`src/rtl/sample_window_accum_pkg.sv`:
```
// sample_window_accum_pkg: shared widths, legal parameter bounds and FSM state type. Rev 1.0
`default_nettype none

package sample_window_accum_pkg;

  localparam int IN_W  = 8;
  localparam int CNT_W = 8;

  localparam int WINDOW_MIN = 1;
  localparam int WINDOW_MAX = 255;
  localparam int SUM_W_MIN  = 8;
  localparam int SUM_W_MAX  = 32;

  typedef enum logic [0:0] {
    ACCUM = 1'b0,
    EMIT  = 1'b1
  } win_state_e;

endpackage

`default_nettype wire

```
`src/rtl/sample_window_accum_sat_add.sv`:
```
// sat_add: SUM_W-bit adder with carry-out; saturates under SAMPLE_WINDOW_ACCUM_SATURATE_EN. Rev 1.0
`default_nettype none

module sat_add
  import sample_window_accum_pkg::*;
#(
  parameter int SUM_W = 16
) (
  input  logic [SUM_W-1:0] a,
  input  logic [SUM_W-1:0] b,
  output logic [SUM_W-1:0] sum,
  output logic             carry
);

  logic [SUM_W:0] full;

  assign full  = {1'b0, a} + {1'b0, b};
  assign carry = full[SUM_W];

`ifdef SAMPLE_WINDOW_ACCUM_SATURATE_EN
  // Once saturated, any further add also carries, so the sum stays pinned.
  assign sum = carry ? {SUM_W{1'b1}} : full[SUM_W-1:0];
`else
  assign sum = full[SUM_W-1:0];
`endif

endmodule

`default_nettype wire

```
`src/rtl/sample_window_accum.sv`:
```
// sample_window_accum: sums WINDOW samples and emits each sum on a registered valid/ready port.
// Saturating add and overflow reporting enabled by SAMPLE_WINDOW_ACCUM_SATURATE_EN. Rev 1.0
`default_nettype none

module sample_window_accum
  import sample_window_accum_pkg::*;
#(
  parameter int WINDOW = 4,
  parameter int SUM_W  = 16
) (
  input  logic             clk,
  input  logic             rst_n,
  input  logic             in_valid,
  output logic             in_ready,
  input  logic [IN_W-1:0]  in_data,
  input  logic             flush,
  input  logic             clear,
  output logic             out_valid,
  input  logic             out_ready,
  output logic [SUM_W-1:0] out_sum,
  output logic [CNT_W-1:0] out_count,
  output logic             overflow
);

`ifdef SAMPLE_WINDOW_ACCUM_SATURATE_EN
  localparam logic SAT_EN = 1'b1;
`else
  localparam logic SAT_EN = 1'b0;
`endif

  generate
    if (WINDOW < WINDOW_MIN || WINDOW > WINDOW_MAX ||
        SUM_W < SUM_W_MIN || SUM_W > SUM_W_MAX) begin : g_bad_params
      $error("sample_window_accum: WINDOW or SUM_W out of legal range");
    end
  endgenerate

  win_state_e       state, state_next;
  logic [SUM_W-1:0] acc, acc_next, acc_upd, add_sum, sample_ext;
  logic [CNT_W-1:0] cnt, cnt_next, cnt_upd;
  logic             ovf, ovf_next, ovf_upd, add_carry;
  logic [SUM_W-1:0] sum_q, sum_next;
  logic [CNT_W-1:0] count_q, count_next;
  logic             ovf_q, ovf_q_next;
  logic             ready_q;
  logic             accept;

  assign sample_ext = SUM_W'(in_data);

  sat_add #(.SUM_W(SUM_W)) u_sat_add (
    .a     (acc),
    .b     (sample_ext),
    .sum   (add_sum),
    .carry (add_carry)
  );

  assign accept  = in_valid & ready_q;
  assign acc_upd = accept ? add_sum : acc;
  assign cnt_upd = accept ? cnt + CNT_W'(1) : cnt;
  assign ovf_upd = ovf | (accept & add_carry);

  always_comb begin
    state_next = state;
    acc_next   = acc;
    cnt_next   = cnt;
    ovf_next   = ovf;
    sum_next   = sum_q;
    count_next = count_q;
    ovf_q_next = ovf_q;
    if (clear) begin
      state_next = ACCUM;
      acc_next   = '0;
      cnt_next   = '0;
      ovf_next   = 1'b0;
      sum_next   = '0;
      count_next = '0;
      ovf_q_next = 1'b0;
    end else begin
      case (state)
        ACCUM: begin
          acc_next = acc_upd;
          cnt_next = cnt_upd;
          ovf_next = ovf_upd;
          // A sample accepted alongside flush belongs to the closing window.
          if ((accept && cnt_upd == CNT_W'(WINDOW)) || (flush && cnt_upd != '0)) begin
            sum_next   = acc_upd;
            count_next = cnt_upd;
            ovf_q_next = ovf_upd;
            state_next = EMIT;
          end
        end
        EMIT: begin
          if (out_ready) begin
            acc_next   = '0;
            cnt_next   = '0;
            ovf_next   = 1'b0;
            state_next = ACCUM;
          end
        end
        default: state_next = ACCUM;
      endcase
    end
  end

  always_ff @(posedge clk or negedge rst_n) begin
    if (!rst_n) begin
      state   <= ACCUM;
      acc     <= '0;
      cnt     <= '0;
      ovf     <= 1'b0;
      sum_q   <= '0;
      count_q <= '0;
      ovf_q   <= 1'b0;
      ready_q <= 1'b0;
    end else begin
      state   <= state_next;
      acc     <= acc_next;
      cnt     <= cnt_next;
      ovf     <= ovf_next;
      sum_q   <= sum_next;
      count_q <= count_next;
      ovf_q   <= ovf_q_next;
      ready_q <= (state_next == ACCUM);
    end
  end

  assign in_ready  = ready_q;
  assign out_valid = (state == EMIT);
  assign out_sum   = sum_q;
  assign out_count = count_q;
  assign overflow  = ovf_q & SAT_EN;

endmodule

`default_nettype wire

```
`config.mk`:
```
export PLATFORM = sky130hd
export DESIGN_NAME = sample_window_accum
export DESIGN_NICKNAME = d
export VERILOG_FILES = /design/src/rtl/sample_window_accum_pkg.sv /design/src/rtl/sample_window_accum_sat_add.sv /design/src/rtl/sample_window_accum.sv
export SDC_FILE = /design/constraint.sdc
export NUM_CORES = 1
export LEC_CHECK = 0
export CAP_MARGIN = 30
export CORE_ASPECT_RATIO = 1.4
export CORE_MARGIN = 2
export CORE_UTILIZATION = 28
export CTS_BUF_LIST = sky130_fd_sc_hd__clkbuf_4 sky130_fd_sc_hd__clkbuf_8 sky130_fd_sc_hd__clkbuf_16
export DETAILED_ROUTE_END_ITERATION = 6
export GPL_ROUTABILITY_DRIVEN = 0
export SLEW_MARGIN = 0
export SYNTH_ARGS = -nofsm -noshare
export SYNTH_HDL_FRONTEND = slang
export SYNTH_SLANG_ARGS = --single-unit
```
`constraint.sdc`:
```
create_clock -name clk -period 5.6 [get_ports clk]
set_clock_uncertainty 0.15 [all_clocks]
set_input_delay 0.56 -clock clk [delete_from_list [all_inputs] [get_ports clk]]
set_output_delay 0.56 -clock clk [all_outputs]
set_load 0.005 [all_outputs]
```
# Word level (Yosys, flattened, before mapping)
# Cells that the tools add are included.
[totals] mem_bits_ro=0 inputBits=14 ramBits=0 ff_bits=50 latch_bits=0 memories=0 wordCells=38
[op_classes] reduce_logical=6 add_sub_neg=2 muxes=18 magnitude_cmp=0 n_eq_ne=3 shift=0 bitwise_logic=3 mul=0 div_mod_pow=0
[op_table] operator="$mux 16" n=6
[op_table] operator="$mux 8" n=6
[op_table] operator="$pmux 16 s2" n=1
[op_table] operator="$add 16x8->16" n=1
[op_table] operator="$pmux 8 s2" n=1
[op_table] operator="$add 8x1->8 const B" n=1
[op_table] operator="$eq 8x3->1 const B" n=1
[op_table] operator="$reduce_bool 8->1" n=1
[op_table] operator="$mux 1" n=3
[op_table] operator="$ne 3x3->1 const B" n=1
[op_table] operator="$logic_and 1x1->1" n=2
[op_table] operator="$ne 2x2->1 const B" n=1
[op_table] operator="$not 1->1" n=2
[op_table] operator="$pmux 1 s2" n=1
[op_table] operator="$reduce_and 2->1" n=1
[op_table] operator="$reduce_bool 2->1" n=1
[op_table] operator="$and 1x1->1" n=1
[op_table] operator="$logic_or 1x1->1" n=1

# Longest topological paths before layout
# Gate-level depths: netlist of run 1.
[logic_depth] depth_word=9 depth_mapped=10

# By module
# A second synthesis of run 1 with hierarchy kept.
[unflattened] hier_cells=345 hier_area_um2=3271.9
[modules_own_cells] mod="sample_window_accum" cells_each=242 n_inst=1 area_each_um2=2506.2
[modules_own_cells] mod="sat_add" cells_each=103 n_inst=1 area_each_um2=765.7

# Least setup slack after synthesis of run 1
# OpenSTA, ideal clock, no wires.
[synth_path] path_kind="in2reg" startpoint="input port in_data[0]" endpoint="register sum_q[10], in the netlist out_sum[10]" cell_stages=10 path_slack_ns=3.137 t_arrival_ns=2.219 setup_ns=0.094 required_ns=5.356 cell_sequence="ha_1 -> inv_1 -> fa_1 -> nand2b_1 -> a21oi_1 -> o211ai_1 -> a21oi_1 -> nand3_1 -> xor2_1 -> a211oi_1"
[synth_between] elab_chain_len=5
[synth_lines] item="from (decl)" line="sample_window_accum.sv:15" text="input logic [IN_W-1:0] in_data,"
[synth_lines] item="$add 16x8->16" line="sample_window_accum_sat_add.sv:17" text="assign full = {1'b0, a} + {1'b0, b};"
[synth_lines] item="$mux 16" line="sample_window_accum.sv:58" text="assign acc_upd = accept ? add_sum : acc;"
[synth_lines] item="$mux 16" line="sample_window_accum.sv:85" text="if ((accept && cnt_upd == CNT_W'(WINDOW)) || (flush && cnt_upd != '0)) begin"
[synth_lines] item="$mux 16" line="sample_window_accum.sv:79" text="case (state)"
[synth_lines] item="$mux 16" line="sample_window_accum.sv:70" text="if (clear) begin"
[synth_lines] item="to (signal assigned)" line="sample_window_accum.sv:120" text="sum_q <= sum_next;"
[synth_lines] item="to (decl)" line="sample_window_accum.sv:42" text="logic [SUM_W-1:0] sum_q, sum_next;"
# No other way between the ends. The select of a mux whose other input is x is not followed.
# A chain may end at the register's enable or synchronous reset.

# Worst setup path after layout of run 1
[layout_path] startpoint="input port in_valid" endpoint="register sum_q[13], in the netlist out_sum[13]"
[layout_between] elab_chain_len=7 elab_cells_between_ends=13 classes_between="eq/ne (1); mux (5); bitwise (1); reduce/logical (6)"
[layout_lines] item="from (decl)" line="sample_window_accum.sv:13" text="input logic in_valid,"
[layout_lines] item="$and 1x1->1 (*)" line="sample_window_accum.sv:57" text="assign accept = in_valid & ready_q;"
[layout_lines] item="$mux 8" line="sample_window_accum.sv:59" text="assign cnt_upd = accept ? cnt + CNT_W'(1) : cnt;"
[layout_lines] item="$eq 8x3->1 or $reduce_bool 8->1 (tied branches)" line="sample_window_accum.sv:85"
[layout_lines] item="$logic_and 1x1->1" line="sample_window_accum.sv:85"
[layout_lines] item="$logic_or 1x1->1" line="sample_window_accum.sv:85"
[layout_lines] item="$reduce_bool 2->1 (no source line)"
[layout_lines] item="$reduce_and 2->1 (no source line)"
# Mark *: on every way between the ends. The rest lies on a longest branch, timed or not. The select of a mux whose other input is x is not followed.

==> impl_metrics.py, run 1 <==
metrics = {
    "cts": {
        "tritoncts": "done",
        "cts_setup_buffers": 0,
        "clock_latency_ns": 0.29,
        "path_clk_slew_ns": 0.07,
        "cts_inserted_buffers": 5,
        "cts-root-buf": "clkbuf_16",
        "h-tree-depth": 2,
        "cts.sinks": 50,
        "clk_path_buf_depth": 2,
        "ctsResizeCount": 0,
        "holdBufCountCts": 0,
    },
    "drt": {
        "antenna_left": 0,
        "vias_per_cell": 4.94,
        "first_pass_iters": 4,
        "drc": 0,
        "routed_wl_mm": 6.86,
        "wl_met2_mm": 3.58,
        "top_layer_used": "met4",
        "dr_total_vias": 2345,
        "drt-met1-wl_mm": 2.89,
        "first_iter_violations": 93,
        "wire_per_inst_um": 14.4,
        "wl_met3_um": 328,
    },
    "critical_path": {
        "crit_end": "out_sum[13]$_DFFE_PN0P_",
        "crit_slowest_cell": "o2bb2ai_2",
        "arrival_ns": 3.40,
        "path_cells": "clkdlybuf4s50_1 -> and2_1 -> o2111a_1 -> a22o_1 -> nand3_1 -> o2bb2ai_2 -> nand2b_4 -> o32ai_1",
        "required_ns": 5.58,
        "crit_buf_inv": 1,
        "start_kind": "primary input",
        "cp.depth": 8,
        "r2r-end": "out_sum[13]$_DFFE_PN0P_",
        "r2r_cells": 7,
        "path_max_fanout": 20,
        "crit_family": "compound AO/OA/AOI/OAI gates",
        "timing.rr.start": "cnt[0]$_DFFE_PN0P_",
        "cpPeakStageDelay_ns": 0.77,
        "end_kind": "register",
        "crit_start": "in_valid",
        "crit_type": "primary input to register",
        "r2r_setup_slack_ns": 2.55,
    },
    "sta": {
        "rsz0062_at_grt": "no",
        "finalWorstSetupSlack_ns": 2.18,
        "fin_crit_ns": 3.42,
        "fmax_ghz": 0.292,
        "tns_ns": 0,
        "tightest_slew_ns": 0.964,
        "slew_headroom": 0.353,
        "hold_violations": 0,
        "fin_crit_sh": 0.611,
        "slew_viol_final": 0,
        "setup_viol_count_final": 0,
    },
    "synth": {
        "ys_ff_latch": 50,
        "avgSynthCellArea_um2": 9.26,
        "synth_top_area_share": 0.440,
        "syn-instance-count": 307,
        "synth-edff-count": 0,
        "ys_types": 50,
        "synth_flop_cell": "dfrtp_1",
        "synth_top_cells_by_area": "dfrtp_1, nand2_1, o21ai_0, ha_1, nor2_1",
        "yosysWarnings": 0,
        "synth.net_count": 331,
        "syn_area_mm2": 0.00284,
        "ys_seq_area_frac": 0.440,
        "async_reset_ff_frac": 1.00,
        "synth_area_leader_cell": "dfrtp_1",
    },
    "worst_hold_path": {
        "hold_class": "primary input to asynchronous set/reset pin",
    },
    "cells_and_area": {
        "areaGrowthSynthToFinish_pct": 21.9,
        "fin_util": 0.350,
        "mostFrequentLayoutCells": "dfrtp_1, nand2_1, clkdlybuf4s50_1, nor2_1, o21ai_0",
        "nets": 363,
        "final_common_cell": "dfrtp_1",
        "antenna_cells": 0,
        "final_area_mm2": 0.00347,
        "drive_gt1_frac": 0.0647,
    },
    "global_routing": {
        "grt_max_degree": 51,
        "grtUsageTotal": 0.135,
        "first_global_vias": 2324,
        "grt_pass1_wl_mm": 11.6,
        "grt_remaining_overflow": 0,
        "antenna_found_initial": 0,
    },
    "die": {
        "core_area_mm2": 0.00990,
        "rows": 43,
        "die_h_um": 123,
        "die_w_um": 89.2,
        "dieArea_mm2": 0.0110,
        "num_io_pins": 41,
        "start_util": 0.287,
    },
    "placement": {
        "hpwl_mm": 4.86,
        "placed_area_mm2": 0.00332,
        "pre_cts_ws_ns": 1.85,
        "port_buffers": 39,
    },
    "pwr": {
        "power_leakage_nw": 1.42,
        "power_uw": 976,
        "peakVddDrop_mv": 0.115,
        "p_per_area_mw_per_mm2": 282,
    },
    "run": {
        "maxCapViolCount": 0,
    },
    "run_status": {
        "outcome": "complete, no violations",
    },
}
kinds of logic (layout without fill, tap and decap cells):
kind of cell    Yosys count  in the layout  share of synthesized area
fa+ha+maj                10             10                     0.0467
mux                       5              5                     0.0180
compound gates           87             87                      0.215
flops                    50             50                      0.440
other cells               1              1                    0.00132
simple gates            100            100                      0.160
buf+inv                  33             66                     0.0537
xor+xnor                 21             21                     0.0647
sequential cells by signal, indices dropped and copies added, names as in the netlist:
signal / cells
acc: 16
out_sum: 16
cnt: 8
out_count: 8
in_ready: 1
out_valid: 1
area by class of cell:
cell class	count	area, um2
inverters	18	67.6
well taps	135	169
repair buffers	40	393
multi-input cells	224	1440
clock inverters	2	13.8
fillers	1051	6430
flip-flops and latches	50	1250
clock buffers	6	133
where the power goes:
part | switching (mW) | internal, mW | leakage, nW
clock | 0.133 | 0.171 | 0.0742
sequential | 0.0260 | 0.392 | 0.682
combinational | 0.142 | 0.113 | 0.665
worst min path at each step:
stage          slack [ns]                     from                       end
2_1_floorplan        0.11                    rst_n        acc[0]$_DFFE_PN0P_
3_3_place_gp         0.33   out_sum[0]$_DFFE_PN0P_    out_sum[0]$_DFFE_PN0P_
3_5_place_dp         0.32  out_sum[12]$_DFFE_PN0P_   out_sum[12]$_DFFE_PN0P_
4_1_cts              0.26                    rst_n  out_count[0]$_DFFE_PN0P_
5_1_grt              0.30                    rst_n  out_count[0]$_DFFE_PN0P_
6_report             0.23                    rst_n       acc[12]$_DFFE_PN0P_
per-stage QoR:
stage	cells	hold WS (ns)
after floorplan	307	0.114
after global placement	467	0.328
after detailed placement	467	0.323
after CTS	475	0.258
after global routing	475	0.297
final	475	0.228
cells in the mapped netlist, types with 2 or more instances:
library cell / n
and2_1: 3
o211ai_1: 2
o2bb2ai_1: 7
xor2_1: 10
nand4_1: 4
dfrtp_1: 50
a211oi_1: 10
buf_2: 2
nor2_1: 30
buf_6: 2
nand3_1: 5
or2_2: 2
a21oi_1: 13
nand2_1: 43
o32ai_1: 6
xnor2_1: 11
o21a_1: 3
buf_4: 3
clkbuf_1: 7
o21ai_0: 29
mux2i_1: 4
o21bai_1: 2
inv_1: 18
and3_1: 5
ha_1: 9
a22o_1: 3
routing by layer:
metal	GRT usage	vias to the layer above
met5	0	-
met4	0.0448	0
met3	0.0267	4
met2	0.229	49
met1	0.170	1152
li1	-	1140
(Power assumes the default switching activity.)
==> run 2: changes to the inputs <==
==> constraint.sdc (replaced) <==
create_clock -name clk -period 3.35 [get_ports clk]
set_clock_uncertainty 0.15 [all_clocks]
set_input_delay 0.335 -clock clk [delete_from_list [all_inputs] [get_ports clk]]
set_output_delay 0.335 -clock clk [all_outputs]
set_load 0.005 [all_outputs]
==> impl_metrics.py, run 2 (same netlist as run 1, synthesis figures left out) <==
metrics = {
    "drt": {
        "dr_total_vias": 2262,
        "routed_wl_mm": 6.70,
        "first_pass_iters": 4,
        "antenna_left": 0,
        "first_iter_violations": 73,
        "drc": 0,
        "wire_per_inst_um": 13.9,
        "vias_per_cell": 4.69,
    },
    "die": {
        "num_io_pins": 41,
        "core_area_mm2": 0.00990,
        "dieArea_mm2": 0.0110,
        "die_w_um": 89.2,
        "die_h_um": 123,
        "rows": 43,
        "start_util": 0.287,
    },
    "critical_path": {
        "r2r-end": "out_count[1]$_DFFE_PN0P_",
        "timing.rr.start": "cnt[0]$_DFFE_PN0P_",
        "r2r_setup_slack_ns": 0.80,
        "required_ns": 3.39,
        "r2r_cells": 8,
        "path_max_fanout": 4,
        "crit_type": "primary input to register",
        "start_kind": "primary input",
        "end_kind": "register",
        "arrival_ns": 2.75,
    },
    "sta": {
        "tns_ns": 0,
        "hold_violations": 32,
        "fmax_ghz": 0.369,
        "fin_crit_ns": 2.71,
        "hold_ws_ns": -0.0259,
        "setup_viol_count_final": 0,
        "slew_headroom": 0.486,
        "fin_crit_sh": 0.808,
        "slew_viol_final": 0,
        "tightest_slew_ns": 0.771,
        "rsz0062_at_grt": "no",
    },
    "pwr": {
        "peakVddDrop_mv": 0.228,
        "power_leakage_nw": 1.46,
        "p_per_area_mw_per_mm2": 463,
        "power_mw": 1.63,
    },
    "placement": {
        "port_buffers": 39,
        "hpwl_mm": 4.90,
        "placed_area_mm2": 0.00338,
    },
    "cts": {
        "cts_inserted_buffers": 5,
        "holdBufCountCts": 0,
        "cts_setup_buffers": 0,
        "path_clk_slew_ns": 0.06,
        "clk_path_buf_depth": 2,
        "cts.sinks": 50,
        "tritoncts": "done",
        "h-tree-depth": 2,
        "ctsResizeCount": 0,
        "clock_latency_ns": 0.29,
        "cts-root-buf": "clkbuf_16",
    },
    "run_status": {
        "outcome": "finished, violations left",
        "violations": "negative hold slack",
    },
    "global_routing": {
        "grt_max_degree": 34,
        "grt_pass1_wl_mm": 11.5,
        "grt_remaining_overflow": 0,
        "first_global_vias": 2324,
        "grtUsageTotal": 0.135,
        "antenna_found_initial": 0,
    },
    "cells_and_area": {
        "areaGrowthSynthToFinish_pct": 23.6,
        "drive_gt1_frac": 0.0836,
        "antenna_cells": 0,
        "nets": 371,
        "mostFrequentLayoutCells": "dfrtp_1, nand2_1, clkdlybuf4s50_1, nor2_1, o21ai_0",
        "final_common_cell": "dfrtp_1",
        "fillers": 1058,
        "final_area_mm2": 0.00351,
    },
    "worst_hold_path": {
        "hold_class": "primary input to asynchronous set/reset pin",
    },
    "run": {
        "maxCapViolCount": 0,
    },
}
[run 2: per-stage QoR]
step | utilization | hold slack, ns | setup WS [ns] | instances
3_5_place_dp | 0.341 | 0.312 | 0.373 | 475
2_1_floorplan | - | -0.111 | 1.09 | 307
6_report | 0.355 | -0.0259 | 0.643 | 482
4_1_cts | 0.355 | 0.00196 | 0.661 | 482
5_1_grt | 0.355 | 0.0430 | 0.435 | 482
3_3_place_gp | 0.341 | 0.310 | 0.459 | 475
[run 2: how the worst max path moves through the flow]
stage,end,slack (ns),from,cells after the start
after floorplan,out_sum[10]$_DFFE_PN0P_,1.09,acc[0]$_DFFE_PN0P_,10
after global placement,out_sum[10]$_DFFE_PN0P_,0.46,in_data[0],11
after detailed placement,out_sum[10]$_DFFE_PN0P_,0.37,in_data[0],11
after CTS,out_sum[10]$_DFFE_PN0P_,0.66,in_data[0],11
after global routing,out_sum[10]$_DFFE_PN0P_,0.44,in_data[0],11
final,out_sum[10]$_DFFE_PN0P_,0.64,in_data[0],11
[run 2: report_power, final]
part / internal (mW) / switching (mW) / total [mW]
clock network: 0.270 / 0.217 / 0.487
registers: 0.655 / 0.0408 / 0.696
logic: 0.203 / 0.241 / 0.444
[run 2: layout make-up]
| class | instances | area, um2 | share of cell area |
|---|---|---|---|
| Multi-Input combinational cell | 224 | 1440 | 0.409 |
| Inverter | 18 | 67.6 | 0.0192 |
| Tap cell | 135 | 169 | 0.0481 |
| Clock buffer | 5 | 125 | 0.0356 |
| Timing Repair Buffer | 48 | 453 | 0.129 |
| Clock inverter | 2 | 10.0 | 0.00285 |
| Sequential cell | 50 | 1250 | 0.356 |
[run 2: per-layer routing]
metal / GRT usage / vias to the layer above / routed length, um
met5: 0 / - / 0
li1: - / 1152 / -
met2: 0.220 / 56 / 3280
met1: 0.173 / 1039 / 2960
met3: 0.0220 / 15 / 244
met4: 0.0616 / 0 / 218
[run 2: worst max-delay path, stage by stage]
cell and delay, ns:
clkdlybuf4s50_1 0.50, ha_1 0.18, inv_1 0.05, fa_1 0.39, nand2b_1 0.18, a21oi_1 0.25, o211ai_1 0.20, a21oi_1 0.17
nand3_1 0.10, xor2_1 0.16, a211oi_1 0.23
